`src/rtl/dm_lut_prog_if.sv`:
```
// dm_lut_prog_if: lookup, post-modify, program and restore signals of the address table
interface dm_lut_prog_if #(
    parameter int PW = 5,
    parameter int AW = 8,
    parameter int SW = 4
);
    logic [PW-1:0] ptr;
    logic          rd_en;
    logic          step_en;
    logic [SW-1:0] step;
    logic          wr_en;
    logic [PW-1:0] wr_ptr;
    logic [AW-1:0] wr_data;
    logic          restore;
    logic [AW-1:0] dm_adr;
    logic          dm_vld;
    logic          busy;

    modport master (
        output ptr, rd_en, step_en, step, wr_en, wr_ptr, wr_data, restore,
        input  dm_adr, dm_vld, busy
    );

    modport slave (
        input  ptr, rd_en, step_en, step, wr_en, wr_ptr, wr_data, restore,
        output dm_adr, dm_vld, busy
    );
endinterface

```
`src/rtl/dm_lut_prog.sv`:
```
// dm_lut_prog: programmable data-memory address table with post-modify reads and default restore
module dm_lut_prog #(
    parameter int PW    = 5,
    parameter int DEPTH = 32,
    parameter int AW    = 8,
    parameter int SW    = 4
) (
    input  logic         Clk,
    input  logic         Reset,
    dm_lut_prog_if.slave bus
);
    typedef enum logic {IDLE, RESTORE} state_t;

    state_t        state_q;
    logic [PW-1:0] cnt_q;
    logic [AW-1:0] table_q [DEPTH];
    logic [AW-1:0] table_d [DEPTH];
    logic [AW-1:0] dm_adr_q;
    logic [AW-1:0] dm_adr_d;
    logic          dm_vld_q;
    logic          rd_rng;
    logic          wr_rng;

    function automatic logic [AW-1:0] def_val(input int i);
        return i == 0 ? AW'(-11) :
               i == 1 ? AW'(9)   :
               i == 2 ? AW'(-20) :
               i == 3 ? AW'(14)  :
               i == 4 ? AW'(3)   :
               i == 5 ? AW'(17)  : '1;
    endfunction

    assign rd_rng     = 32'(bus.ptr) < DEPTH;
    assign wr_rng     = 32'(bus.wr_ptr) < DEPTH;
    assign dm_adr_d   = bus.rd_en ? (rd_rng ? table_q[bus.ptr] : '1) : dm_adr_q;
    assign bus.dm_adr = dm_adr_q;
    assign bus.dm_vld = dm_vld_q;
    assign bus.busy   = state_q == RESTORE;

    // Next table contents: restore reload, else post-modify with the program write taking priority
    always_comb begin
        table_d = table_q;
        if (state_q == RESTORE) begin
            table_d[cnt_q] = def_val(int'(cnt_q));
        end else if (!bus.restore) begin
            if (bus.rd_en && bus.step_en && rd_rng)
                table_d[bus.ptr] = table_q[bus.ptr] + AW'($signed(bus.step));
            if (bus.wr_en && wr_rng)
                table_d[bus.wr_ptr] = bus.wr_data;
        end
    end

    // Restore FSM plus table and registered lookup output; reset reloads everything at once
    always_ff @(posedge Clk) begin
        if (Reset) begin
            state_q  <= IDLE;
            cnt_q    <= '0;
            dm_adr_q <= '1;
            dm_vld_q <= 1'b0;
            for (int i = 0; i < DEPTH; i++) table_q[i] <= def_val(i);
        end else begin
            table_q <= table_d;
            if (state_q == RESTORE) begin
                dm_vld_q <= 1'b0;
                cnt_q    <= cnt_q + 1'b1;
                if (cnt_q == PW'(DEPTH - 1)) state_q <= IDLE;
            end else begin
                dm_vld_q <= bus.rd_en;
                dm_adr_q <= dm_adr_d;
                if (bus.restore) begin
                    state_q <= RESTORE;
                    cnt_q   <= '0;
                end
            end
        end
    end
endmodule

```
`src/flat_wrapper.sv`:
```
// flat-port wrapper written by rule: the top's interface ports become plain ports
module dm_lut_prog_flat 
#(
    parameter int PW    = 5,
    parameter int DEPTH = 32,
    parameter int AW    = 8,
    parameter int SW    = 4
)
  (Clk, Reset, bus_ptr, bus_rd_en, bus_step_en, bus_step, bus_wr_en, bus_wr_ptr, bus_wr_data, bus_restore, bus_dm_adr, bus_dm_vld, bus_busy);
  dm_lut_prog_if #(.PW(PW), .AW(AW), .SW(SW)) bus_i ();
  input  logic Clk;
  input  logic Reset;
  input wire logic [$bits(bus_i.ptr)-1:0] bus_ptr;
  input wire logic [$bits(bus_i.rd_en)-1:0] bus_rd_en;
  input wire logic [$bits(bus_i.step_en)-1:0] bus_step_en;
  input wire logic [$bits(bus_i.step)-1:0] bus_step;
  input wire logic [$bits(bus_i.wr_en)-1:0] bus_wr_en;
  input wire logic [$bits(bus_i.wr_ptr)-1:0] bus_wr_ptr;
  input wire logic [$bits(bus_i.wr_data)-1:0] bus_wr_data;
  input wire logic [$bits(bus_i.restore)-1:0] bus_restore;
  output wire logic [$bits(bus_i.dm_adr)-1:0] bus_dm_adr;
  output wire logic [$bits(bus_i.dm_vld)-1:0] bus_dm_vld;
  output wire logic [$bits(bus_i.busy)-1:0] bus_busy;
  assign bus_i.ptr = bus_ptr;
  assign bus_i.rd_en = bus_rd_en;
  assign bus_i.step_en = bus_step_en;
  assign bus_i.step = bus_step;
  assign bus_i.wr_en = bus_wr_en;
  assign bus_i.wr_ptr = bus_wr_ptr;
  assign bus_i.wr_data = bus_wr_data;
  assign bus_i.restore = bus_restore;
  assign bus_dm_adr = bus_i.dm_adr;
  assign bus_dm_vld = bus_i.dm_vld;
  assign bus_busy = bus_i.busy;
  dm_lut_prog #(.PW(PW), .DEPTH(DEPTH), .AW(AW), .SW(SW)) u_core (.Clk(Clk), .Reset(Reset), .bus(bus_i));
endmodule
```
`config.mk`:
```
export PLATFORM = sky130hd
export DESIGN_NAME = dm_lut_prog_flat
export DESIGN_NICKNAME = d
export VERILOG_FILES = /design/src/rtl/dm_lut_prog_if.sv /design/src/rtl/dm_lut_prog.sv /design/src/flat_wrapper.sv
export SDC_FILE = /design/constraint.sdc
export NUM_CORES = 1
export LEC_CHECK = 0
export ABC_CLOCK_PERIOD_IN_PS = 6280
export CORE_MARGIN = 5
export CORE_UTILIZATION = 37
export CTS_CLUSTER_DIAMETER = 120
export DETAILED_ROUTE_END_ITERATION = 10
export MAX_ROUTING_LAYER = met4
export PLACE_DENSITY = 0.55
export SETUP_SLACK_MARGIN = 0.02
export SLEW_MARGIN = 20
export SYNTH_ARGS = -nofsm -noshare
export SYNTH_HDL_FRONTEND = slang
export SYNTH_SLANG_ARGS = --single-unit
```
`constraint.sdc`:
```
create_clock -name Clk -period 6.28 [get_ports Clk]
set_clock_uncertainty 0.1 [all_clocks]
set_input_delay 0.628 -clock Clk [delete_from_list [all_inputs] [get_ports Clk]]
set_output_delay 0.628 -clock Clk [all_outputs]
set_load 0.05 [all_outputs]
```
Yosys cells after proc, flatten, opt, wreduce, memory -nomap -nowiden
Index checks and enable logic that the tools add are counted.
{ "totals": {"out_inout_bits": 10, "reg_bits": 271, "elab_cells": 92, "in_bits": 28} }
{ "op_classes": {"bitwise": 4, "n_eq_ne": 7, "order_cmp": 6, "addsub": 2, "n_mux": 29, "reduce_logical": 8} }
{ "ops": {"columns": ["cell", "count"], "rows": [
  ["two-way mux 256 bit", 6],
  ["bitwise mux 256 bit", 3],
  ["demux 8 bit (select 5 bit)", 3],
  ["two-way mux 8 bit", 11],
  ["binary-select mux 8 bit (select 5 bit)", 1],
  [">= comparator 6 bit (second input constant)", 3],
  ["< comparator 6 x 1 -> 1 bit (second input constant)", 3],
  ["NOT 5 -> 6 bit", 3],
  ["== test 5 x 3 -> 1 bit (second input constant)", 2],
  ["== test 5 x 4 -> 1 bit (second input constant)", 2],
  ["two-way mux 5 bit", 2],
  ["adder 8 bit", 1],
  ["adder 5 x 1 -> 5 bit (second input constant)", 1],
  ["== test 5 x 2 -> 1 bit (second input constant)", 1],
  ["== test 5 bit (second input constant)", 1],
  ["zero test 5 bit", 1],
  ["logical AND 1 bit", 4],
  ["two-way mux 1 bit", 3],
  ["!= test 2 x 1 -> 1 bit (second input constant)", 1],
  ["AND reduction 2 bit", 1],
  ["nonzero test 2 bit", 1],
  ["OR reduction 2 bit", 1],
  ["NOT 1 bit", 1]
]} }

Longest topological paths before layout
Gate-level depths: netlist (run 1).
{ "depth": {"word_depth": 13, "ltp_mapped": 19} }

Least setup slack after synthesis (run 1)
OpenSTA, ideal clock, no wires.
{ "synth_timing": {"path_type": "input -> register", "start": "input port bus_ptr[0]", "end": "register u_core.table_q[126] (netlist bit)", "required_ns": 6.092, "slack_ns": 1.499, "arrival_ns": 4.593, "path_stages": 17, "n_path_buf": 5, "setup_time_ns": 0.088, "path_cell_list": "buf_2 -> buf_6 -> buf_2 -> buf_1 -> mux4_2 -> a22oi_1 -> nand4_1 -> ha_1 -> inv_1 -> fa_1 -> nor2b_1 -> o21a_1 -> o21a_1 -> o311ai_2 -> nand2_1 -> clkbuf_1 -> o31ai_1"} }
{ "synth_between": {"elab_chain_len": 13, "elab_cells_between_ends": 18, "classes_between": "add/sub: 1; order compare: 2; mux: 13; bitwise: 1; reduce/logical: 1"} }
{ "synth_lines": {"columns": ["item", "line", "rtl"], "rows": [
  ["from (decl)", "flat_wrapper.sv:13", "input wire logic [$bits(bus_i.ptr)-1:0] bus_ptr;"],
  ["NOT 5 -> 6 bit (implied by the code) *", "dm_lut_prog.sv:47", "table_d[bus.ptr] = table_q[bus.ptr] + AW'($signed(bus.step));"],
  ["binary-select mux 8 bit (select 5 bit), or another cell as far along", "dm_lut_prog.sv:47", null],
  ["two-way mux 8 bit (implied by the code) / logical AND 1 bit (equally long branches)", "dm_lut_prog.sv:47", null],
  ["two-way mux 8 bit (implied by the code)", "dm_lut_prog.sv:47", null],
  ["adder 8 bit / demux 8 bit (select 5 bit) (equally long branches)", "dm_lut_prog.sv:47", null],
  ["bitwise mux 256 bit *", "dm_lut_prog.sv:47", null],
  ["two-way mux 256 bit *", "dm_lut_prog.sv:46", "if (bus.rd_en && bus.step_en && rd_rng)"],
  ["two-way mux 256 bit *", "dm_lut_prog.sv:45", "end else if (!bus.restore) begin"],
  ["two-way mux 256 bit *", "dm_lut_prog.sv:43", "if (state_q == RESTORE) begin"],
  ["bitwise mux 256 bit", "dm_lut_prog.sv:49", "table_d[bus.wr_ptr] = bus.wr_data;"],
  ["two-way mux 256 bit *", "dm_lut_prog.sv:48", "if (bus.wr_en && wr_rng)"],
  ["two-way mux 256 bit *", "dm_lut_prog.sv:45", null],
  ["two-way mux 256 bit *", "dm_lut_prog.sv:43", null],
  ["to (signal assigned)", "dm_lut_prog.sv:62", "table_q <= table_d;"],
  ["to (decl)", "dm_lut_prog.sv:16", "logic [AW-1:0] table_q [DEPTH];"]
]} }
Every way passes the cells marked *; elsewhere a longest branch is shown, timed or not. The select of a mux whose other input is x is not followed.
A chain may end at the register's enable or synchronous reset.

Final worst setup path (run 1)
{ "layout_timing": {"start": "input port bus_ptr[4]", "end": "register u_core.table_q[55] (netlist bit)"} }
Same word-level chain as after synthesis.

==> results.sh, run 1 <==
export IMPL_initial_core_util_pct=37.5
export IMPL_end_kind="register"
export IMPL_crit_arrival_ns=5.39
export IMPL_ys_flop_type="dfxtp_1"
export IMPL_setup_tns_ns=0
export IMPL_whs_ns=0.376
export IMPL_cts_resized_gates=0
export IMPL_track_usage_pct=31.0
export IMPL_die_h_um=225
export IMPL_period_share_pct=80.7
export IMPL_synth_seq_cells=271
export IMPL_grt_max_degree=61
export IMPL_dp_hpwl_um=52500
export IMPL_first_global_vias=17700
export IMPL_muxShareOfSynthArea_pct=10.5
export IMPL_setup_viol=0
export IMPL_syn_area_um2=17100
export IMPL_cp_required_ns=6.60
export IMPL_synth_top_family_by_area="compound AO/OA/AOI/OAI gates"
export IMPL_critPathMaxStageDelay_ns=0.92
export IMPL_post_drt_wl_per_cell_um=29.0
export IMPL_synthArstFlopShare_pct=0
export IMPL_cts_clk_slew_worst_paths_ns=0.06
export IMPL_syn2layout_area_growth_pct=11.1
export IMPL_yosysTopAreaCell="dfxtp_1"
export IMPL_cts_hold_buffers_added=0
export IMPL_post_route_min_period_ns=5.07
export IMPL_path_max_fanout=18
export IMPL_numCtsBuffers=34
export IMPL_synth_fa_ha_area_share_pct=0.997
export IMPL_max_freq_mhz=197
export IMPL_drt_pre_antenna_iters=7
export IMPL_cts_root_buf="clkbuf_16"
export IMPL_ant_nets=0
export IMPL_slew_violations=0
export IMPL_worst_path_max_delay_cell="clkdlybuf4s50_1"
export IMPL_clock_latency_ns=0.55
export IMPL_dr_max_layer_used="met4"
export IMPL_port_buffers=37
export IMPL_antenna_found_initial=0
export IMPL_cts_tree="built"
export IMPL_yosysSeqAreaShare_pct=31.8
export IMPL_synth_simple_area_share_pct=18.3
export IMPL_clk_path_buf_depth=3
export IMPL_synthesis_nets=2204
export IMPL_ys_types=74
export IMPL_hold_viol=0
export IMPL_wl_um=78800
export IMPL_rsz0062_at_grt="false"
export IMPL_wl_met1_um=31600
export IMPL_htreeDepth=2
export IMPL_grt_overflow_total=0
export IMPL_synth_compound_area_share_pct=33.6
export IMPL_dr_wl_met2_um=34000
export IMPL_leakagePower_nw=6.39
export IMPL_final_layout_size_suffix_gt1_share_pct=9.07
export IMPL_cts_sinks=271
export IMPL_synthTopCellsByArea="dfxtp_1 32%, mux4_2 7.7%, nand2_1 6.2%"
export IMPL_io_pins=38
export IMPL_met3_length_um=9200
export IMPL_final_nets=2134
export IMPL_die_x_um=225
export IMPL_via_per_inst=6.95
export IMPL_hold_path_class="register to register"
export IMPL_post_cts_buffers=0
export IMPL_core_um2=45500
export IMPL_syn_avg_cell_area_um2=7.89
export IMPL_p_per_area_nw_per_um2=273
export IMPL_status="completed"
export IMPL_tightest_slew_ns=1.16
export IMPL_drc_errors=0
export IMPL_crit_chain="clkdlybuf4s50_1 -> and3b_1 -> a22oi_1 -> nand4_1 -> ha_1 -> a211oi_1 -> o211ai_1 -> a211o_1 -> and2_1 -> xor2_4 -> buf_12 -> o311ai_1"
export IMPL_dieArea_um2=50500
export IMPL_vias=18900
export IMPL_ys_warn_count=0
export IMPL_synth_top_area_share_pct=31.8
export IMPL_crit_type="primary input to register"
export IMPL_max_cap_viol_count=0
export IMPL_rows=78
export IMPL_gp_congestion=0.971
export IMPL_synth_edf_count=0
export IMPL_setup_worst_path_start_class="primary input"
export IMPL_drt_iter0_drc=2796
export IMPL_synth_xor_area_share_pct=0.205
export IMPL_grt_first_pass_wirelength_um=117000
export IMPL_slew_headroom_pct=21.3
export IMPL_vdd_drop_max_v=0.000175
export IMPL_synthCells=2163
[metal layers]
metal / up-vias / global-route usage [%]
li1: 8122 / -
met1: 9076 / 40.7
met2: 1401 / 45.4
met3: 286 / 7.15
met4: 0 / 14.4
met5: - / -
[cell type report]
type	count	area, µm²
tap	600	751
clock inverter	5	27.5
clock buffer	54	1060
multi-input combinational	1695	10900
sequential	271	5430
fill	4668	26500
timing repair buffer	81	716
inverter	10	37.5
antenna	1	2.50
[metrics by stage]
stage          worst slack (ns)  util (%)  instances  area (µm²)  total power (W)
2_1_floorplan              1.50         -       2163       17100          0.00265
3_3_place_gp              0.918      39.3       2657       17900          0.00316
3_5_place_dp              0.880      39.3       2657       17900          0.00317
4_1_cts                    1.42      41.7       2716       18900          0.00512
5_1_grt                    1.14      41.7       2716       19000          0.00530
6_report                   1.21      41.7       2717       19000          0.00517
[flip-flops by register name (all words and copies together) (netlist names)]
signal             count
u_core.bus.dm_vld      1
u_core.bus.dm_adr      8
u_core.cnt_q           5
u_core.table_q       256
u_core.bus.busy        1
[synthesized netlist by cell type (all sizes together), types with 4 or more instances]
library cell / number
nand2: 281
dfxtp: 271
nor2: 269
o21ai: 229
a21oi: 185
clkbuf: 167
a221o: 84
o31ai: 65
a221oi: 63
mux4: 58
a22oi: 42
nor3: 41
mux2i: 39
nand3: 38
a211oi: 33
a31oi: 29
o311ai: 25
o211ai: 21
buf: 20
a31o: 15
nand2b: 14
ha: 12
nand4: 11
inv: 10
a311oi: 9
mux2: 9
o22ai: 9
or2: 9
nand3b: 8
a21o: 7
and3: 6
o221ai: 6
a311o: 5
and2: 5
nor2b: 5
nor3b: 5
a41oi: 4
and3b: 4
and4b: 4
nor4bb: 4
o21a: 4
or3: 4
or3b: 4
[logic make-up after synthesis]
logic type	count (synthesis)
AOI/OAI and AO/OA	852
xor gates and xnor gates	4
buffers and inverters	197
adders and majority gates	13
and+or+nand+nor	720
DFF	271
muxes	106
[worst paths after layout]
kind                                           from                           endpoint  slack [ns]  depth (start not counted)
setup / recovery                         bus_ptr[4]    u_core.table_q[55]$_SDFFE_PP1P_        1.21                         12
setup reg to reg    u_core.table_q[33]$_SDFFE_PP1P_    u_core.table_q[55]$_SDFFE_PP1P_        1.95                         11
hold reg to reg   u_core.bus.dm_adr[5]$_SDFFE_PP1P_  u_core.bus.dm_adr[5]$_SDFFE_PP1P_        0.38                          2
hold / removal    u_core.bus.dm_adr[5]$_SDFFE_PP1P_  u_core.bus.dm_adr[5]$_SDFFE_PP1P_        0.38                          2
[critical path: cells and delay by family]
| kind | cells | cell delay (ns) |
|---|---|---|
| buffers and inverters | 2 | 1.18 |
| adders and majority gates | 1 | 0.27 |
| xor gates and xnor gates | 1 | 0.60 |
| and+or+nand+nor | 3 | 1.26 |
| AOI/OAI and AO/OA | 5 | 1.41 |
[placed cells by master (no fill, tap or decap), drive strengths merged, types with 11 or more instances in the layout]
| cell | netlist | routed |
|---|---|---|
| nand3 | 38 | 38 |
| buf | 20 | 52 |
| a22oi | 42 | 42 |
| o21ai | 229 | 229 |
| a211oi | 33 | 33 |
| nor2 | 269 | 269 |
| dfxtp | 271 | 271 |
| a221o | 84 | 84 |
| mux4 | 58 | 58 |
| clkbuf | 167 | 54 |
| clkdlybuf4s50 | 0 | 29 |
| a31oi | 29 | 29 |
| o31ai | 65 | 65 |
| nand4 | 11 | 11 |
| a21oi | 185 | 185 |
| nand2b | 14 | 14 |
| nor3 | 41 | 41 |
| mux2i | 39 | 39 |
| ha | 12 | 12 |
| nand2 | 281 | 281 |
| a221oi | 63 | 63 |
| o211ai | 21 | 21 |
| a31o | 15 | 15 |
| o311ai | 25 | 25 |
[report_power, final]
part	internal, W	switching, W	total (W)
logic	0.000387	0.000853	0.00124
registers	0.00184	0.000106	0.00195
clock network	0.00116	0.000823	0.00198
Power figures use the tool's default switching activity.
==> run 2, diff against run 1 <==
--- a/config.mk
+++ b/config.mk
@@ -5,7 +5,7 @@
 export SDC_FILE = /design/constraint.sdc
 export NUM_CORES = 1
 export LEC_CHECK = 0
-export ABC_CLOCK_PERIOD_IN_PS = 6280
+export ABC_CLOCK_PERIOD_IN_PS = 5300
 export CORE_MARGIN = 5
 export CORE_UTILIZATION = 37
 export CTS_CLUSTER_DIAMETER = 120
==> constraint.sdc (replaced) <==
create_clock -name Clk -period 5.3 [get_ports Clk]
set_clock_uncertainty 0.1 [all_clocks]
set_input_delay 0.53 -clock Clk [delete_from_list [all_inputs] [get_ports Clk]]
set_output_delay 0.53 -clock Clk [all_outputs]
set_load 0.05 [all_outputs]
==> run 2 against run 1 <==
Clock-buffer cell count rose by 3. Sequential cell count did not move. Clock power rose by 23%. Non-clock buffer count rose by 18. Critical endpoint is now u_core.table_q[54]$_SDFFE_PP1P_. Highest routed layer unchanged.
==> results.sh, run 2 (synthesized netlist as in run 1, its figures left out) <==
export IMPL_leakagePower_nw=6.51
export IMPL_max_freq_mhz=224
export IMPL_post_drt_wl_per_cell_um=28.9
export IMPL_crit_chain="clkdlybuf4s50_1 -> and3b_1 -> a22oi_1 -> nand4_1 -> ha_1 -> nor2b_1 -> o21a_1 -> o21a_1 -> o311ai_2 -> nand2_1 -> buf_12 -> o31ai_1"
export IMPL_syn2layout_area_growth_pct=12.3
export IMPL_wl_um=79300
export IMPL_setup_worst_path_start_class="primary input"
export IMPL_cp_common_cell="o21a_1"
export IMPL_tightest_slew_ns=1.15
export IMPL_crit_family="simple AND/OR/NAND/NOR gates"
export IMPL_htreeDepth=2
export IMPL_die_h_um=225
export IMPL_crit_arrival_ns=4.82
export IMPL_setup_viol=0
export IMPL_first_global_vias=17500
export IMPL_max_cap_viol_count=0
export IMPL_final_layout_size_suffix_gt1_share_pct=9.95
export IMPL_cts_root_buf="clkbuf_16"
export IMPL_grt_first_pass_wirelength_um=116000
export IMPL_hold_viol=0
export IMPL_rows=78
export IMPL_cp_buffers_inverters=2
export IMPL_stdcell_area_um2=19200
export IMPL_slew_headroom_pct=23.2
export IMPL_ant_nets=0
export IMPL_cts_hold_buffers_added=0
export IMPL_worst_path_max_delay_cell="clkdlybuf4s50_1"
export IMPL_dp_hpwl_um=53600
export IMPL_io_pins=38
export IMPL_power_w=0.00623
export IMPL_core_um2=45500
export IMPL_cts_resized_gates=0
export IMPL_largest_reg_flops=256
export IMPL_slew_violations=0
export IMPL_placed_area_um2=18000
export IMPL_p_per_area_nw_per_um2=325
export IMPL_clk_path_buf_depth=3
export IMPL_final_nets=2154
export IMPL_fillers=4627
export IMPL_final_core_util_pct=42.1
export IMPL_post_route_min_period_ns=4.46
export IMPL_hold_path_class="register to register"
export IMPL_cp_required_ns=5.66
export IMPL_setup_tns_ns=0
export IMPL_final_common_cell="nand2_1"
export IMPL_cts_clk_slew_worst_paths_ns=0.06
export IMPL_dieArea_um2=50500
export IMPL_drt_iter0_drc=2514
export IMPL_die_x_um=225
export IMPL_vdd_drop_max_v=0.000236
export IMPL_layout_common_cells="281 x nand2_1, 271 x dfxtp_1, 266 x nor2_1"
export IMPL_end_kind="register"
export IMPL_cts_sinks=271
export IMPL_initial_core_util_pct=37.5
export IMPL_critPathMaxStageDelay_ns=0.85
export IMPL_largest_register="u_core.table_q"
export IMPL_grt_max_degree=66
export IMPL_rsz0062_at_grt="false"
export IMPL_cts_tree="built"
export IMPL_port_buffers=37
export IMPL_grt_overflow_total=0
export IMPL_drc_errors=0
export IMPL_gp_congestion=0.967
export IMPL_status="completed"
export IMPL_post_cts_buffers=0
export IMPL_path_max_fanout=20
export IMPL_numCtsBuffers=36
export IMPL_period_share_pct=84.2
export IMPL_vias=19000
export IMPL_crit_type="primary input to register"
export IMPL_clock_latency_ns=0.57
export IMPL_via_per_inst=6.93
export IMPL_antenna_found_initial=0
export IMPL_track_usage_pct=30.9
export IMPL_drt_pre_antenna_iters=8
-- run 2: changes by cell type in the layout (fill, tap and decap cells not counted) --
cell	before	now
clkinv_2	4	5
clkbuf_1	10	13
buf_12	4	5
nor2b_2	1	0
nor4b_2	0	1
inv_6	0	2
bufinv_16	0	1
clkinvlp_4	1	0
nor4b_1	1	0
nor2b_1	4	5
buf_4	42	59
-- run 2: stage by stage --
| stage | std cells | setup slack [ns] | hold slack, ns |
|---|---|---|---|
| after global routing | 2740 | 0.725 | 0.409 |
| after detailed placement | 2675 | 0.408 | 0.364 |
| after CTS | 2740 | 0.946 | 0.378 |
| after global placement | 2675 | 0.462 | 0.353 |
| after floorplan | 2163 | 0.617 | 0.330 |
| final | 2741 | 0.837 | 0.375 |
-- run 2: final cells by class --
type	count	area (µm²)	share of cell area (%)
flip-flops and latches	271	5430	28.3
clock buffers	57	1070	5.59
inverters	10	37.5	0.196
repair buffers	99	863	4.51
clock inverters	8	72.6	0.379
well taps	600	751	3.92
diodes	1	2.50	0.0131
multi-input cells	1695	10900	57.1
-- run 2: metal layers --
metal	wire [µm]	share of wire (%)	GRT usage [%]	vias up
met5	0	0	-	-
met4	4080	5.1	13.9	0
met3	8230	10	5.99	265
met2	34700	44	46.2	1271
met1	32300	41	40.6	9267
li1	-	-	-	8194
-- run 2: power by group --
group          switching [W]  internal, W
Sequential          0.000124      0.00218
Combinational        0.00101     0.000473
Clock                0.00101      0.00144
-- run 2: path summary, 6_finish.rpt --
| check | startpoint | to | slack (ns) | cells past startpoint |
|---|---|---|---|---|
| worst max-delay path | bus_ptr[3] | u_core.table_q[54]$_SDFFE_PP1P_ | 0.84 | 12 |
| worst min-delay path | u_core.bus.dm_adr[6]$_SDFFE_PP1P_ | u_core.bus.dm_adr[6]$_SDFFE_PP1P_ | 0.38 | 2 |
| worst max register to register | u_core.table_q[130]$_SDFFE_PP1P_ | u_core.table_q[54]$_SDFFE_PP1P_ | 1.38 | 11 |
| worst min register to register | u_core.bus.dm_adr[6]$_SDFFE_PP1P_ | u_core.bus.dm_adr[6]$_SDFFE_PP1P_ | 0.38 | 2 |
-- run 2: worst min-delay path, delay by kind of cell, from the launching register on --
family	cells	cell delay [ns]
AND/OR/NAND/NOR	1	0.06
multiplexers	1	0.07
flip-flops	1	0.32
